===== src/rtl/sevenseg_pkg.sv =====
// Shared definitions for the seven-segment scanner: segment bit positions,
// blank pattern and the hex-to-segment decode table (bit order abc_defg).
package sevenseg_pkg;

    localparam int SEG_A = 6;
    localparam int SEG_B = 5;
    localparam int SEG_C = 4;
    localparam int SEG_D = 3;
    localparam int SEG_E = 2;
    localparam int SEG_F = 1;
    localparam int SEG_G = 0;

    localparam logic [6:0] SEG_BLANK = 7'b000_0000;

    function automatic logic [6:0] hex_to_seg(input logic [3:0] hex);
        logic [6:0] seg;
        case (hex)
            4'h0:    seg = 7'b111_1110;
            4'h1:    seg = 7'b011_0000;
            4'h2:    seg = 7'b110_1101;
            4'h3:    seg = 7'b111_1001;
            4'h4:    seg = 7'b011_0011;
            4'h5:    seg = 7'b101_1011;
            4'h6:    seg = 7'b101_1111;
            4'h7:    seg = 7'b111_0000;
            4'h8:    seg = 7'b111_1111;
            4'h9:    seg = 7'b111_0011;
            4'hA:    seg = 7'b111_0111;
            4'hB:    seg = 7'b001_1111;
            4'hC:    seg = 7'b100_1110;
            4'hD:    seg = 7'b011_1101;
            4'hE:    seg = 7'b100_1111;
            default: seg = 7'b100_0111;
        endcase
        return seg;
    endfunction

endpackage


===== src/rtl/sevenseg_scan.sv =====
// Time-multiplexed N-digit seven-segment driver with latched shadow data.
// Optional leading-zero suppression: define SEVENSEG_ZERO_SUPPRESS_EN.
module sevenseg_scan
    import sevenseg_pkg::*;
#(
    parameter int NDIGITS = 4,
    parameter int DIV     = 1024
) (
    input  logic                   clk,
    input  logic                   reset_n,
    input  logic                   load,
    input  logic [4*NDIGITS-1:0]   data,
    input  logic [NDIGITS-1:0]     dp_in,
    input  logic                   enable,
    output logic [6:0]             segments,
    output logic                   dp,
    output logic [NDIGITS-1:0]     anode
);

    localparam int IW = (NDIGITS > 1) ? $clog2(NDIGITS) : 1;
    localparam int PW = $clog2(DIV);

    logic [PW-1:0]          pcnt_reg, pcnt_next;
    logic [IW-1:0]          idx_reg, idx_next;
    logic [4*NDIGITS-1:0]   dshadow_reg;
    logic [NDIGITS-1:0]     dpshadow_reg;
    logic [6:0]             seg_reg, seg_next;
    logic                   dp_reg, dp_next;
    logic [NDIGITS-1:0]     anode_reg, anode_next;
    logic                   tick;

    logic [3:0]             digit_arr [NDIGITS];
    logic [NDIGITS-1:0]     suppress;

    genvar gi;
    generate
        for (gi = 0; gi < NDIGITS; gi++) begin : g_digit
            assign digit_arr[gi] = dshadow_reg[4*gi +: 4];
`ifdef SEVENSEG_ZERO_SUPPRESS_EN
            // A digit blanks only if it and every more-significant digit are zero.
            if (gi == 0) begin : g_lsd
                assign suppress[gi] = 1'b0;
            end else begin : g_upper
                assign suppress[gi] = ~|dshadow_reg[4*NDIGITS-1 : 4*gi];
            end
`else
            assign suppress[gi] = 1'b0;
`endif
        end
    endgenerate

    assign tick = (pcnt_reg == PW'(DIV - 1));

    always_comb begin
        pcnt_next  = pcnt_reg + PW'(1);
        idx_next   = idx_reg;
        seg_next   = SEG_BLANK;
        dp_next    = 1'b0;
        anode_next = '0;
        if (tick) begin
            pcnt_next = '0;
            idx_next  = (idx_reg == IW'(NDIGITS - 1)) ? '0 : idx_reg + IW'(1);
        end
        // Outputs reflect the current (pre-advance) index, so they lag idx by one edge.
        if (enable) begin
            anode_next = NDIGITS'(1) << idx_reg;
            seg_next   = suppress[idx_reg] ? SEG_BLANK : hex_to_seg(digit_arr[idx_reg]);
            dp_next    = dpshadow_reg[idx_reg];
        end
    end

    always_ff @(posedge clk or negedge reset_n) begin
        if (!reset_n) begin
            pcnt_reg     <= '0;
            idx_reg      <= '0;
            dshadow_reg  <= '0;
            dpshadow_reg <= '0;
            seg_reg      <= SEG_BLANK;
            dp_reg       <= 1'b0;
            anode_reg    <= '0;
        end else begin
            pcnt_reg  <= pcnt_next;
            idx_reg   <= idx_next;
            seg_reg   <= seg_next;
            dp_reg    <= dp_next;
            anode_reg <= anode_next;
            if (load) begin
                dshadow_reg  <= data;
                dpshadow_reg <= dp_in;
            end
        end
    end

    assign segments = seg_reg;
    assign dp       = dp_reg;
    assign anode    = anode_reg;

endmodule


===== config.mk =====
export PLATFORM = sky130hd
export DESIGN_NAME = sevenseg_scan
export DESIGN_NICKNAME = d
export VERILOG_FILES = /design/src/rtl/sevenseg_pkg.sv /design/src/rtl/sevenseg_scan.sv
export SDC_FILE = /design/constraint.sdc
export NUM_CORES = 1
export LEC_CHECK = 0
export CAP_MARGIN = 20
export CORE_AREA = 2 2 70 72
export DETAILED_ROUTE_END_ITERATION = 10
export DIE_AREA = 0 0 72 74
export PLACE_DENSITY = 0.77
export REMOVE_ABC_BUFFERS = 1
export SLEW_MARGIN = 30
export SYNTH_ARGS = -nofsm -noshare
export SYNTH_HDL_FRONTEND = slang
export SYNTH_SLANG_ARGS = --single-unit

===== constraint.sdc =====
create_clock -name clk -period 1.83 [get_ports clk]
set_clock_uncertainty 0.05 [all_clocks]
set_input_delay 0.2745 -clock clk [delete_from_list [all_inputs] [get_ports clk]]
set_output_delay 0.2745 -clock clk [all_outputs]
set_load 0.005 [all_outputs]

Yosys cells after proc, flatten, opt, wreduce, memory -nomap -nowiden
Memory sizes are Yosys's and may differ from the RTL's.
Index checks and enable logic that the tools add are counted.
{ "word_totals": {"reg_bits": 44, "rom_bits": 112, "in_bits": 24, "out_inout_bits": 12, "wordCells": 29, "n_memories": 1} }
{ "classes": {"add_sub_neg": 2, "order_cmp": 2, "eq_ne": 2, "shift": 1, "mux": 13, "bitwise_logic": 1} }
{ "memory_table": {"columns": ["memory", "words", "word_bits", "rd", "rd_ports_with_merged_regs", "write_ports", "line_no", "text"], "rows": [
  ["(name not given)", 16, 7, 1, 0, 0, "sevenseg_pkg.sv:17", "case (hex)"]
]} }
{ "op_table": {"columns": ["op", "count"], "rows": [
  ["$mux W7", 2],
  ["$mux W4", 3],
  ["$add A10 B1 Y10 const B", 1],
  ["$eq A10 B10 Y1 const B", 1],
  ["$mux W10", 1],
  ["$bmux W4 S2", 1],
  ["$bmux W1 S2", 2],
  ["$shl A1 B2 Y4 const A", 1],
  ["$ge A3 B3 Y1 const B", 1],
  ["$lt A2 B3 Y1 const B", 1],
  ["$mux W1", 3],
  ["$not A2 Y3", 1],
  ["$add A2 B1 Y2 const B", 1],
  ["$eq A2 B2 Y1 const B", 1],
  ["$mux W2", 1]
]} }

Depth between registers and ports, before layout
An unclocked memory read counts as a cell.
{ "depth": {"ltp_word": 7, "ltp_mapped": 8, "ltp_nobuf": 7} }

Worst setup path after synthesis
Ideal clock, no wire load.
{ "synth_timing": {"path_kind": "reg2reg", "startpoint": "reg idx_reg[0]", "endpoint": "reg seg_reg[3] (netlist: segments[3])", "setup_time_ns": 0.126, "arrival_time_ns": 1.801, "t_required_ns": 1.654, "setup_slack_ns": -0.147, "stages_incl_launch_ff": 8, "n_path_buf": 1, "period_less_slack_ns": 1.977, "cell_sequence": "dfrtp_1 -> buf_6 -> mux4_1 -> inv_1 -> ha_1 -> nor2_1 -> a211oi_1 -> nor3_1"} }
{ "synth_via": {"elab_chain_cells": 7, "elab_cells_between_ends": 9, "classes_between": "mux (7); bitwise (1); memory (1)"} }
{ "synth_lines": {"columns": ["item", "line_no", "text"], "rows": [
  ["start, declared", "sevenseg_scan.sv:24", "logic [IW-1:0] idx_reg, idx_next;"],
  ["start signal, assigned", "sevenseg_scan.sv:83", "idx_reg <= idx_next;"],
  ["$not A2 Y3 (implied by the code)", "sevenseg_scan.sv:67", "seg_next = suppress[idx_reg] ? SEG_BLANK : hex_to_seg(digit_arr[idx_reg]);"],
  ["$bmux W4 S2", "sevenseg_scan.sv:67", null],
  ["$mux W4 (implied by the code) (2 in series)", "sevenseg_scan.sv:67", null],
  ["$mem_v2 Z16 W7", null, null],
  ["$mux W7 *", "sevenseg_scan.sv:67", null],
  ["$mux W7 *", "sevenseg_scan.sv:65", "if (enable) begin"],
  ["net seg_next[3]", "sevenseg_scan.sv:27", "logic [6:0] seg_reg, seg_next;"],
  ["end signal, assigned", "sevenseg_scan.sv:84", "seg_reg <= seg_next;"],
  ["end, declared", "sevenseg_scan.sv:27", null]
]} }
The timed path passes the listed nets; every way through them passes the cells marked *. The select of a mux whose other input is x is not followed.
A chain may end at the register's enable or synchronous reset.

Final worst setup path
{ "layout_timing": {"startpoint": "reg idx_reg[0]", "endpoint": "reg seg_reg[6] (netlist: segments[6])"} }
The elaborated chain is that of the path after synthesis.

==> metrics.txt <==
signal arrival time at the worst endpoint=1980 ps; actual slew at the worst max-slew pin=637 ps; met3 WL=168 um; Max Used Layer=met4; DIE AREA=5330 sq um; Boundary Pins=36; CTS buffer count=5; Ant. Diodes=0; register area share after synthesis=0.538; Worst-Skew Late Latency=300 ps; vias in the first global route=1383; die width=72 um; Core Util, Final=0.608; H-tree Lvls=2; final hold vios=0; Rel. slew slack=0.575; Synth area leaders=dfrtp_1, mux2_2, ha_1; share of the synthesized area in the top cell type=0.538; Detailed Place HPWL=2470 um; Synth Area in Simple Gates=0.0929; Synth area leader=dfrtp_1; Worst Hold Class=reg2reg; gr ovfl total=0; max_cap viols=0; total global-route track usage=0.158; # rows=25; Synth Area in XOR/XNOR=0.0299; initial antenna violation count=0; fin crit period=1830 ps; final slew viol count=0; layout cell share with drive strength beyond 1=0.302; Die Height=74 um; Compound-Gate Fraction of Synth Area=0.0611; P_leak=0.00120 uW; mux cell area share after synthesis=0.181; Tcrit/Tclk final=0.998; Yosys reg bits=44; wire length on met2=1850 um; Clock Pin Slew Worst Setup and Hold Paths=80 ps; Critical Path End Type=flip-flop; FF-to-FF setup slack=3 ps; commonest non-fill, non-tap cell in the layout=dfrtp_1; via count=1389; Final nets=248; synth unique cells=31; largest family of logic cells by synthesized area=multiplexers; WP data required=1980 ps; Pwr Density=801 nW/um^2; FMAX=547 MHz; VDD IR max=0.507 mV; post-DR vias/cell=5.16; Starting Density=0.445; IO Port Bufs=35; clk sinks=44; Placed Area=2530 sq um; first drt pass iteration count=5; synthesized area per cell=13.0 sq um; DR iter-0 viols=87; mapped cell area=2050 sq um; core area=4600 sq um; final count of negative-setup-slack endpoints=0; post-route cell area=2800 sq um; CTS tree=built; CTS Root Cell=clkbuf_8; Post-route DRC=0; Syn-to-layout area delta=36.6%; overall routed net length=3780 um; Critical Path Start Type=flip-flop; Max clock buf depth=2; unrepaired setup endpoints after global routing=yes; first-pass GRT wire length=6340 um; CP max FO=4; Filler Cells Inserted=369; pin count of the biggest net entering global routing=31; Mapped Cells=157; outcome=completed; Met1 Wirelength=1690 um; YS warnings=0; DR WL/cell=14.1 um; post-synthesis adder-cell area fraction=0.0611; gpl congestion=0.806; commonest cells after routing, fill and taps aside=dfrtp_1, clkdlybuf4s50_1, mux2_2; Post-DRT Antenna Nets=0; critical path class=reg2reg; max reg flops=16
[through the flow]
stage / hold WS, ps / setup WS (ps) / instances / total power [uW] / setup TNS [ps]
finish: 432 / 2.80 / 269 / 2240 / 0
global route: 466 / -71.8 / 269 / 2340 / -291
CTS: 433 / -24.0 / 264 / 2230 / -48.5
detailed placement: 290 / -166 / 253 / 1390 / -577
global placement: 281 / -68.8 / 253 / 1390 / -253
floorplan: -71.1 / -210 / 152 / 1220 / -932
[path summary, 6_finish.rpt]
path | end | from | cells past startpoint
max | segments[6]$_DFF_PN0_ | idx_reg[0]$_DFFE_PN0N_ | 5
min | pcnt_reg[0]$_DFF_PN0_ | pcnt_reg[0]$_DFF_PN0_ | 1
max reg2reg | segments[6]$_DFF_PN0_ | idx_reg[0]$_DFFE_PN0N_ | 5
min reg2reg | pcnt_reg[0]$_DFF_PN0_ | pcnt_reg[0]$_DFF_PN0_ | 1
max in group asynchronous | dshadow_reg[15]$_DFFE_PN0P_ | reset_n | 3
min in group asynchronous | pcnt_reg[7]$_DFF_PN0_ | reset_n | 2
[logic make-up after synthesis]
family / Yosys count
AOI/OAI and AO/OA: 19
xor gates and xnor gates: 7
adders and majority gates: 10
buffers and inverters: 15
DFF: 44
muxes: 27
and+or+nand+nor: 35
[layer usage]
metal  up-vias  GRT usage
li1        667          -
met2        43      0.263
met5         -          0
met1       673      0.192
met3         6     0.0488
met4         0     0.0692
[power breakdown]
part | switching [uW] | total, uW | internal (uW) | leakage, uW
Clock | 322 | 804 | 482 | 0.0000645
Sequential | 31.0 | 1070 | 1040 | 0.000539
Combinational | 152 | 370 | 217 | 0.000597
[cell usage after synthesis]
master    count
buf_6         2
buf_4         1
and3_1        1
o21ai_2       1
o211ai_2      1
mux4_2        2
nor3_1        2
ha_1         10
a21oi_1       6
dfrtp_1      44
xor2_1        3
o211ai_1      1
o31ai_1       1
nand3_1       3
mux2_2       21
a211oi_1      2
and4_1        2
a311oi_1      1
nor2_1        8
o311a_1       1
o21ai_0       5
nand2_1       9
mux4_1        3
and2_1        5
inv_1        10
nand4_1       3
clkbuf_1      2
nor2b_1       1
xnor2_1       4
nor4_4        1
mux2i_1       1
[repair_timing]
| item | CTS | global route |
|---|---|---|
| buffers inserted | 2 | 4 |
| hold buffers | 1 | 0 |
| gates resized for setup | 16 | 2 |
| setup endpoints to repair | 7 | 7 |
| cloned | 0 | 1 |
| pin swaps | 2 | 3 |
| hold endpoints to repair | 28 | 0 |
[worst max-delay path: stages (launching register included)]
cell and delay (ps):
dfrtp_2 410, mux4_2 580, ha_1 270, mux2i_1 150
nor2_1 60, a211oi_1 220
[area by class of cell]
cell class                      instances  area (sq um)  area share
Inverter                               10          40.0      0.0143
Sequential cell                        44          1100       0.394
Clock inverter                          1          30.0      0.0107
Multi-Input combinational cell         99           951       0.340
Tap cell                               54          67.6      0.0242
Clock buffer                            7          96.3      0.0344
Timing Repair Buffer                   54           510       0.182
Power figures use the tool's default switching activity.
